## config.mk

```make
export PLATFORM = sky130hd
export DESIGN_NAME = sevenseg_disp_sched
export DESIGN_NICKNAME = d
export VERILOG_FILES = /design/src/rtl/sevenseg_pkg.sv /design/src/rtl/sevenseg_disp_sched_bin2bcd.sv /design/src/rtl/sevenseg_disp_sched.sv
export SDC_FILE = /design/constraint.sdc
export NUM_CORES = 1
export LEC_CHECK = 0
export CAP_MARGIN = 10
export CORE_MARGIN = 4
export CORE_UTILIZATION = 45
export CTS_CLUSTER_SIZE = 10
export DETAILED_ROUTE_END_ITERATION = 6
export SLEW_MARGIN = 40
export SYNTH_ARGS = -nofsm -noshare
export SYNTH_HDL_FRONTEND = slang
export SYNTH_SLANG_ARGS = --single-unit
```

## constraint.sdc

```tcl
create_clock -name clk -period 3.3 [get_ports clk]
set_clock_uncertainty 0.05 [all_clocks]
set_input_delay 0.33 -clock clk [delete_from_list [all_inputs] [get_ports clk]]
set_output_delay 0.33 -clock clk [all_outputs]
set_load 0.005 [all_outputs]
```

## src/rtl/sevenseg_pkg.sv

```systemverilog
// Shared constants and helpers for the seven-segment display scheduler.
// BLANK digit code, SCORE/MSG state encoding, counter width helper, score saturation.
package sevenseg_pkg;

  localparam logic [3:0] BLANK = 4'hF;

  localparam logic [0:0] ST_SCORE = 1'b0;
  localparam logic [0:0] ST_MSG   = 1'b1;

  localparam int BIN_W = 7;
  localparam int BCD_W = 8;

  // Counter width for a range of n values; never below 1 bit.
  function automatic int cnt_w(input int n);
    return (n < 2) ? 1 : $clog2(n);
  endfunction

  // Two display digits can only show up to 99.
  function automatic logic [BIN_W-1:0] sat99(
    input logic [BIN_W-1:0] b
  );
    return (b > 7'd99) ? 7'd99 : b;
  endfunction

endpackage

```

## src/rtl/sevenseg_disp_sched_bin2bcd.sv

```systemverilog
// bin2bcd_seq: sequential double-dabble, one load cycle then 7 shift/add-3 cycles.
// Ports: clk, rst, i_start, i_bin[6:0] -> o_busy, o_done (pulse), o_bcd[7:0], o_last[6:0].
module bin2bcd_seq
  import sevenseg_pkg::*;
(
  input  logic             clk,
  input  logic             rst,
  input  logic             i_start,
  input  logic [BIN_W-1:0] i_bin,
  output logic             o_busy,
  output logic             o_done,
  output logic [BCD_W-1:0] o_bcd,
  output logic [BIN_W-1:0] o_last
);

  logic             r_busy;
  logic             r_done;
  logic [2:0]       r_cnt;
  logic [14:0]      r_sh;
  logic [BIN_W-1:0] r_bin;
  logic [BCD_W-1:0] r_bcd;
  logic [BIN_W-1:0] r_last;

  logic [3:0]       w_hi;
  logic [3:0]       w_lo;
  logic [14:0]      w_adj;
  logic [14:0]      w_shift;

  // Inputs are saturated to <=99, so no hundreds nibble is needed.
  always_comb begin
    w_hi    = r_sh[14:11];
    w_lo    = r_sh[10:7];
    if (w_hi >= 4'd5) w_hi = w_hi + 4'd3;
    if (w_lo >= 4'd5) w_lo = w_lo + 4'd3;
    w_adj   = {w_hi, w_lo, r_sh[6:0]};
    w_shift = {w_adj[13:0], 1'b0};
  end

  always_ff @(posedge clk) begin
    if (rst) begin
      r_busy <= 1'b0;
      r_done <= 1'b0;
      r_cnt  <= '0;
      r_sh   <= '0;
      r_bin  <= '0;
      r_bcd  <= '0;
      r_last <= '0;
    end else begin
      r_done <= 1'b0;
      if (!r_busy) begin
        if (i_start) begin
          r_busy <= 1'b1;
          r_cnt  <= '0;
          r_sh   <= {8'd0, i_bin};
          r_bin  <= i_bin;
        end
      end else begin
        r_sh  <= w_shift;
        r_cnt <= r_cnt + 3'd1;
        if (r_cnt == 3'd6) begin
          // BCD result and its source value commit together.
          r_busy <= 1'b0;
          r_done <= 1'b1;
          r_bcd  <= w_shift[14:7];
          r_last <= r_bin;
        end
      end
    end
  end

  assign o_busy = r_busy;
  assign o_done = r_done;
  assign o_bcd  = r_bcd;
  assign o_last = r_last;

endmodule

```

## src/rtl/sevenseg_disp_sched.sv

```systemverilog
// Display scheduler: scan_en strobe, score->BCD, score/message arbitration for 2-digit mux.
// In: clk, rst, i_score_bin, i_msg_req/bcd/blink. Out: o_msg_ack, o_scan_en, o_d3..d0, o_dp3..dp0, o_msg_active.
module sevenseg_disp_sched
  import sevenseg_pkg::*;
#(
  parameter int CLK_HZ      = 100_000_000,
  parameter int SCAN_HZ     = 4_000,
  parameter int HOLD_TICKS  = 6_000,
  parameter int BLINK_TICKS = 1_000
)(
  input  logic             clk,
  input  logic             rst,
  input  logic [BIN_W-1:0] i_score_bin,
  input  logic             i_msg_req,
  input  logic [BCD_W-1:0] i_msg_bcd,
  input  logic             i_msg_blink,
  output logic             o_msg_ack,
  output logic             o_scan_en,
  output logic [3:0]       o_d3,
  output logic [3:0]       o_d2,
  output logic [3:0]       o_d1,
  output logic [3:0]       o_d0,
  output logic             o_dp3,
  output logic             o_dp2,
  output logic             o_dp1,
  output logic             o_dp0,
  output logic             o_msg_active
);

  localparam int DIV     = CLK_HZ / SCAN_HZ;
  localparam int DIV_W   = cnt_w(DIV);
  localparam int HOLD_W  = cnt_w(HOLD_TICKS);
  localparam int BLINK_W = cnt_w(BLINK_TICKS);

  localparam logic [DIV_W-1:0]   DIV_LAST   = DIV_W'(DIV - 1);
  localparam logic [DIV_W-1:0]   DIV_PRE    = DIV_W'(DIV - 2);
  localparam logic [HOLD_W-1:0]  HOLD_LAST  = HOLD_W'(HOLD_TICKS - 1);
  localparam logic [BLINK_W-1:0] BLINK_LAST = BLINK_W'(BLINK_TICKS - 1);

  logic [DIV_W-1:0]   r_div;
  logic               r_scan_en;
  logic [0:0]         r_state;
  logic [HOLD_W-1:0]  r_hold;
  logic [BLINK_W-1:0] r_bcnt;
  logic               r_phase;
  logic [BCD_W-1:0]   r_mdig;
  logic               r_mblink;
  logic               r_msg_ack;
  logic               r_msg_active;
  logic [3:0]         r_d1;
  logic [3:0]         r_d0;
  logic               r_dp0;

  logic               w_tick;
  logic [BIN_W-1:0]   w_sat;
  logic               w_busy;
  logic               w_done;
  logic [BCD_W-1:0]   w_bcd;
  logic [BIN_W-1:0]   w_last;
  logic               w_start;
  logic               w_accept;

  logic [0:0]         w_state_n;
  logic [HOLD_W-1:0]  w_hold_n;
  logic [BLINK_W-1:0] w_bcnt_n;
  logic               w_phase_n;
  logic [BCD_W-1:0]   w_mdig_n;
  logic               w_mblink_n;
  logic               w_msg_n;
  logic [BCD_W-1:0]   w_dig_n;

  // Tick is the cycle in which o_scan_en is high.
  assign w_tick = (r_div == DIV_LAST);
  assign w_sat  = sat99(i_score_bin);

  // The done cycle counts as not idle so the compare sees the new last value.
  assign w_start  = !w_busy && !w_done && (w_sat != w_last);

  // Requests are ignored while ack is high, giving the requester a cycle to drop.
  assign w_accept = i_msg_req && !r_msg_ack;

  bin2bcd_seq u_b2b (
    .clk     (clk),
    .rst     (rst),
    .i_start (w_start),
    .i_bin   (w_sat),
    .o_busy  (w_busy),
    .o_done  (w_done),
    .o_bcd   (w_bcd),
    .o_last  (w_last)
  );

  // Preemption takes priority over hold expiry.
  always_comb begin
    w_state_n  = r_state;
    w_hold_n   = r_hold;
    w_bcnt_n   = r_bcnt;
    w_phase_n  = r_phase;
    w_mdig_n   = r_mdig;
    w_mblink_n = r_mblink;
    if (w_accept) begin
      w_state_n  = ST_MSG;
      w_hold_n   = '0;
      w_bcnt_n   = '0;
      w_phase_n  = 1'b1;
      w_mdig_n   = i_msg_bcd;
      w_mblink_n = i_msg_blink;
    end else if (r_state == ST_MSG && w_tick) begin
      if (r_hold == HOLD_LAST) begin
        w_state_n = ST_SCORE;
      end else begin
        w_hold_n = r_hold + HOLD_W'(1);
      end
      if (r_bcnt == BLINK_LAST) begin
        w_bcnt_n  = '0;
        w_phase_n = !r_phase;
      end else begin
        w_bcnt_n = r_bcnt + BLINK_W'(1);
      end
    end
  end

  // Output registers load from next-state so they follow inputs by one clk.
  always_comb begin
    w_msg_n = (w_state_n == ST_MSG);
    w_dig_n = w_bcd;
    if (w_msg_n) begin
      if (w_mblink_n && !w_phase_n) begin
        w_dig_n = {BLANK, BLANK};
      end else begin
        w_dig_n = w_mdig_n;
      end
    end
  end

  always_ff @(posedge clk) begin
    if (rst) begin
      r_div        <= '0;
      r_scan_en    <= 1'b0;
      r_state      <= ST_SCORE;
      r_hold       <= '0;
      r_bcnt       <= '0;
      r_phase      <= 1'b0;
      r_mdig       <= '0;
      r_mblink     <= 1'b0;
      r_msg_ack    <= 1'b0;
      r_msg_active <= 1'b0;
      r_d1         <= 4'h0;
      r_d0         <= 4'h0;
      r_dp0        <= 1'b0;
    end else begin
      r_div        <= w_tick ? '0 : r_div + DIV_W'(1);
      r_scan_en    <= (r_div == DIV_PRE);
      r_state      <= w_state_n;
      r_hold       <= w_hold_n;
      r_bcnt       <= w_bcnt_n;
      r_phase      <= w_phase_n;
      r_mdig       <= w_mdig_n;
      r_mblink     <= w_mblink_n;
      r_msg_ack    <= w_accept;
      r_msg_active <= w_msg_n;
      r_d1         <= w_dig_n[7:4];
      r_d0         <= w_dig_n[3:0];
      r_dp0        <= w_msg_n;
    end
  end

  assign o_msg_ack    = r_msg_ack;
  assign o_scan_en    = r_scan_en;
  assign o_d3         = BLANK;
  assign o_d2         = BLANK;
  assign o_d1         = r_d1;
  assign o_d0         = r_d0;
  assign o_dp3        = 1'b0;
  assign o_dp2        = 1'b0;
  assign o_dp1        = 1'b0;
  assign o_dp0        = r_dp0;
  assign o_msg_active = r_msg_active;

endmodule
```

==> impl_metrics.py <==
metrics = {
    "run_status": {
        "outcome": "finished clean",
    },
    "worst_setup_path": {
        "end_kind": "flop",
        "critical_path.max_stage_delay_ps": 620,
        "crit_type": "flop to flop",
        "crit_fanout": 9,
        "crit_chain": "or4b_1, or4_1, o31a_1, or2_0, a311oi_1",
        "arrival_ps": 3040,
        "crit_buf_inv": 0,
        "worstSetupStartpointType": "flop",
        "rrSetupSlack_ps": 490,
        "crit_family": "simple AND/OR/NAND/NOR gates",
        "critPathRequiredTime_ps": 3520,
        "crit_slowest_cell": "or4_1",
    },
    "cells_and_area": {
        "register_area_um2": 2020,
        "layout-drive-gt1-share_pct": 7.71,
        "fillCellCount": 1021,
        "finalNetCount": 608,
        "multi_input_area_um2": 2470,
        "stdcell_count": 720,
        "area_growth_pct": 12.8,
        "diodes": 0,
    },
    "sta": {
        "finalCritPeriodShare_pct": 85.2,
        "finalMaxSlewViolations": 0,
        "setup_viol": 0,
        "hold_violations": 0,
        "fmax_mhz": 356,
        "relSlewSlack_pct": 54.8,
        "fin_crit_ps": 2810,
        "rsz0062_at_grt": "no",
        "tightest_slew_ps": 676,
        "setup_tns_ps": 0,
    },
    "power": {
        "pwr-share-seq_pct": 55.5,
        "pwr-share-comb_pct": 10.1,
        "irDropWorstVdd_v": 0.000241,
        "p_leak_nw": 1.86,
        "p_int_mw": 1.73,
        "powerDensity_nw_per_um2": 430,
        "power.switching_uw": 565,
        "p_clk_share_pct": 34.3,
        "p_sw_share_pct": 24.6,
    },
    "routing": {
        "drt_iter0_markers": 145,
        "drcViolationCount": 0,
        "final_antenna_net_count": 0,
        "via_count": 3905,
        "routedWlPerCell_um": 13.9,
        "routed_wl_um": 10000,
        "via_per_inst": 5.42,
        "firstDrtPassIters": 4,
    },
    "synth": {
        "yosysTopAreaCell": "dfxtp_1",
        "synth_adder_area_share_pct": 2.64,
        "syn_inst": 558,
        "ys_async_sr_fraction_pct": 0,
        "synth_warnings": 0,
        "yosys-top-cells-count": "101 x dfxtp_1, 60 x nor2_1, 58 x nand2_1",
        "synth.distinct_cells": 56,
        "syn-cell-area_um2": 4730,
        "synthSimpleGateAreaFrac_pct": 26.8,
        "yosysSeqAreaShare_pct": 42.7,
        "synth_top_cell_area_share_pct": 42.7,
        "synth-xor-area-share_pct": 5.74,
        "synthTopCellsByArea": "dfxtp_1 43%, nor2_1 4.8%, nand2_1 4.6%, a21oi_1 4.0%, xor2_1 3.9%",
        "muxShareOfSynthArea_pct": 2.12,
        "synth_compound_area_share_pct": 13.8,
        "synth_edf_count": 0,
        "yosysMostFrequentCell": "dfxtp_1",
        "ys.flop_type": "dfxtp_1",
        "avgSynthCellArea_um2": 8.48,
        "ys_ff_latch": 101,
        "synth_top_family_by_area": "simple AND/OR/NAND/NOR gates",
    },
    "placed_design": {
        "gp_congestion": 0.815,
        "io_buffers": 30,
        "dp_cells": 704,
        "dp_hpwl_um": 6870,
    },
    "clock_tree": {
        "insertion_delay_ps": 370,
        "cts_buffers": 9,
        "clk_pin_slew_ps": 100,
        "ctsResizeCount": 0,
        "htreeDepth": 3,
        "cts_hold_buffers": 0,
        "cts_buffer_depth": 2,
        "cts_sinks": 101,
        "root_buffer": "clkbuf_8",
        "cts_tree": "built",
        "cts_setup_buffers": 0,
    },
    "floorplanning": {
        "rows": 37,
        "die_area_um2": 12200,
        "start_util_pct": 46.0,
        "coreArea_um2": 10300,
        "die_x_um": 111,
        "num_io_pins": 42,
        "die_h_um": 111,
    },
    "grt": {
        "grt_pass1_vias": 3620,
        "grt_max_degree": 36,
        "track_usage_pct": 16.7,
        "antenna_found_initial": 0,
        "grt_pass1_wl_um": 17400,
        "gr-total-overflow": 0,
    },
    "worst_hold_path": {
        "hp-class": "flop to flop",
    },
    "flow_run": {
        "cap_violations": 0,
    },
}
==> power by group through the flow <==
stage,logic (mW),registers (mW),clock network (mW)
6_report,0.233,1.27,0.787
5_1_grt,0.259,1.28,0.875
4_1_cts,0.234,1.27,0.825
3_5_place_dp,0.233,1.30,0
3_3_place_gp,0.229,1.30,0
2_1_floorplan,0.155,1.30,0
==> worst min-delay path, delay by kind of cell, from the launching register on <==
family,cells,cell delay (ps)
compound gates,1,50
simple gates,1,50
flops,1,320
==> flip-flops by register name, summed over array words and instances, names as in the netlist, 3 cells and up <==
register and flops:
u_b2b.r_cnt 3, u_b2b.o_bcd 8, u_b2b.o_last 7, r_bcnt 10, u_b2b.r_sh 15, r_hold 13
o_d0 4, o_d1 4, u_b2b.r_bin 7, r_mdig 8, r_div 15
==> kinds of logic after synthesis <==
| logic type | Yosys count |
|---|---|
| buf+inv | 61 |
| fa+ha+maj | 10 |
| other cells | 2 |
| simple gates | 246 |
| xor+xnor | 31 |
| compound gates | 97 |
| mux | 10 |
| flops | 101 |
==> through the flow <==
| stage | setup WS [ps] | cell area (um^2) | util, % | hold slack [ps] | total power, mW |
|---|---|---|---|---|---|
| 5_1_grt | 339 | 5340 | 51.9 | 425 | 2.41 |
| 3_5_place_dp | 169 | 5140 | 50.0 | 398 | 1.53 |
| 4_1_cts | 470 | 5340 | 51.9 | 398 | 2.33 |
| 6_report | 487 | 5340 | 51.9 | 407 | 2.29 |
| 3_3_place_gp | 221 | 5140 | 50.0 | 393 | 1.53 |
| 2_1_floorplan | 807 | 4760 | - | 377 | 1.45 |
==> final timing paths <==
check                                      end                        start  cells past startpoint
setup reg to reg            o_d1[1]$_SDFF_PP0_       r_hold[4]$_SDFFE_PP0P_                      5
hold / removal    u_b2b.o_last[6]$_SDFFE_PP0P_  u_b2b.r_bin[6]$_SDFFE_PP0P_                      2
hold reg to reg   u_b2b.o_last[6]$_SDFFE_PP0P_  u_b2b.r_bin[6]$_SDFFE_PP0P_                      2
setup / recovery            o_d1[1]$_SDFF_PP0_       r_hold[4]$_SDFFE_PP0P_                      5
==> cell usage in the layout (no fill, tap or decap), types with 3 or more instances in the layout <==
cell	n
mux2i_1	10
or4_1	5
nand3_1	19
nor3_1	18
dfxtp_1	101
nor2b_1	3
o21ai_0	10
ha_1	10
a211oi_1	4
or4b_1	3
or4b_2	5
xor2_1	21
xnor2_1	10
and3_1	7
conb_1	11
inv_1	17
nand2b_1	5
or3_1	10
nor4_1	3
and2_1	7
nand4_1	26
clkdlybuf4s50_1	29
nand2_1	58
a31oi_1	6
nor4bb_1	3
clkbuf_8	10
buf_4	15
a311oi_1	13
o31ai_1	7
a21oi_1	38
nor2_1	60
clkinv_2	3
==> layer usage <==
metal	up-vias	share of wire, %	track usage, %
li1	2023	-	-
met3	15	4.1	4.05
met1	1802	49	22.3
met5	-	0	0
met4	0	1.6	5.58
met2	65	46	26.6
==> final cells by class <==
cell class                      count  area share (%)
Clock buffer                       10            2.58
Clock inverter                      6            1.15
Inverter                           17            1.20
Multi-Input combinational cell    405            46.3
Sequential cell                   101            37.9
Tap cell                          136            3.19
Timing Repair Buffer               45            7.65
(Power assumes the default switching activity.)
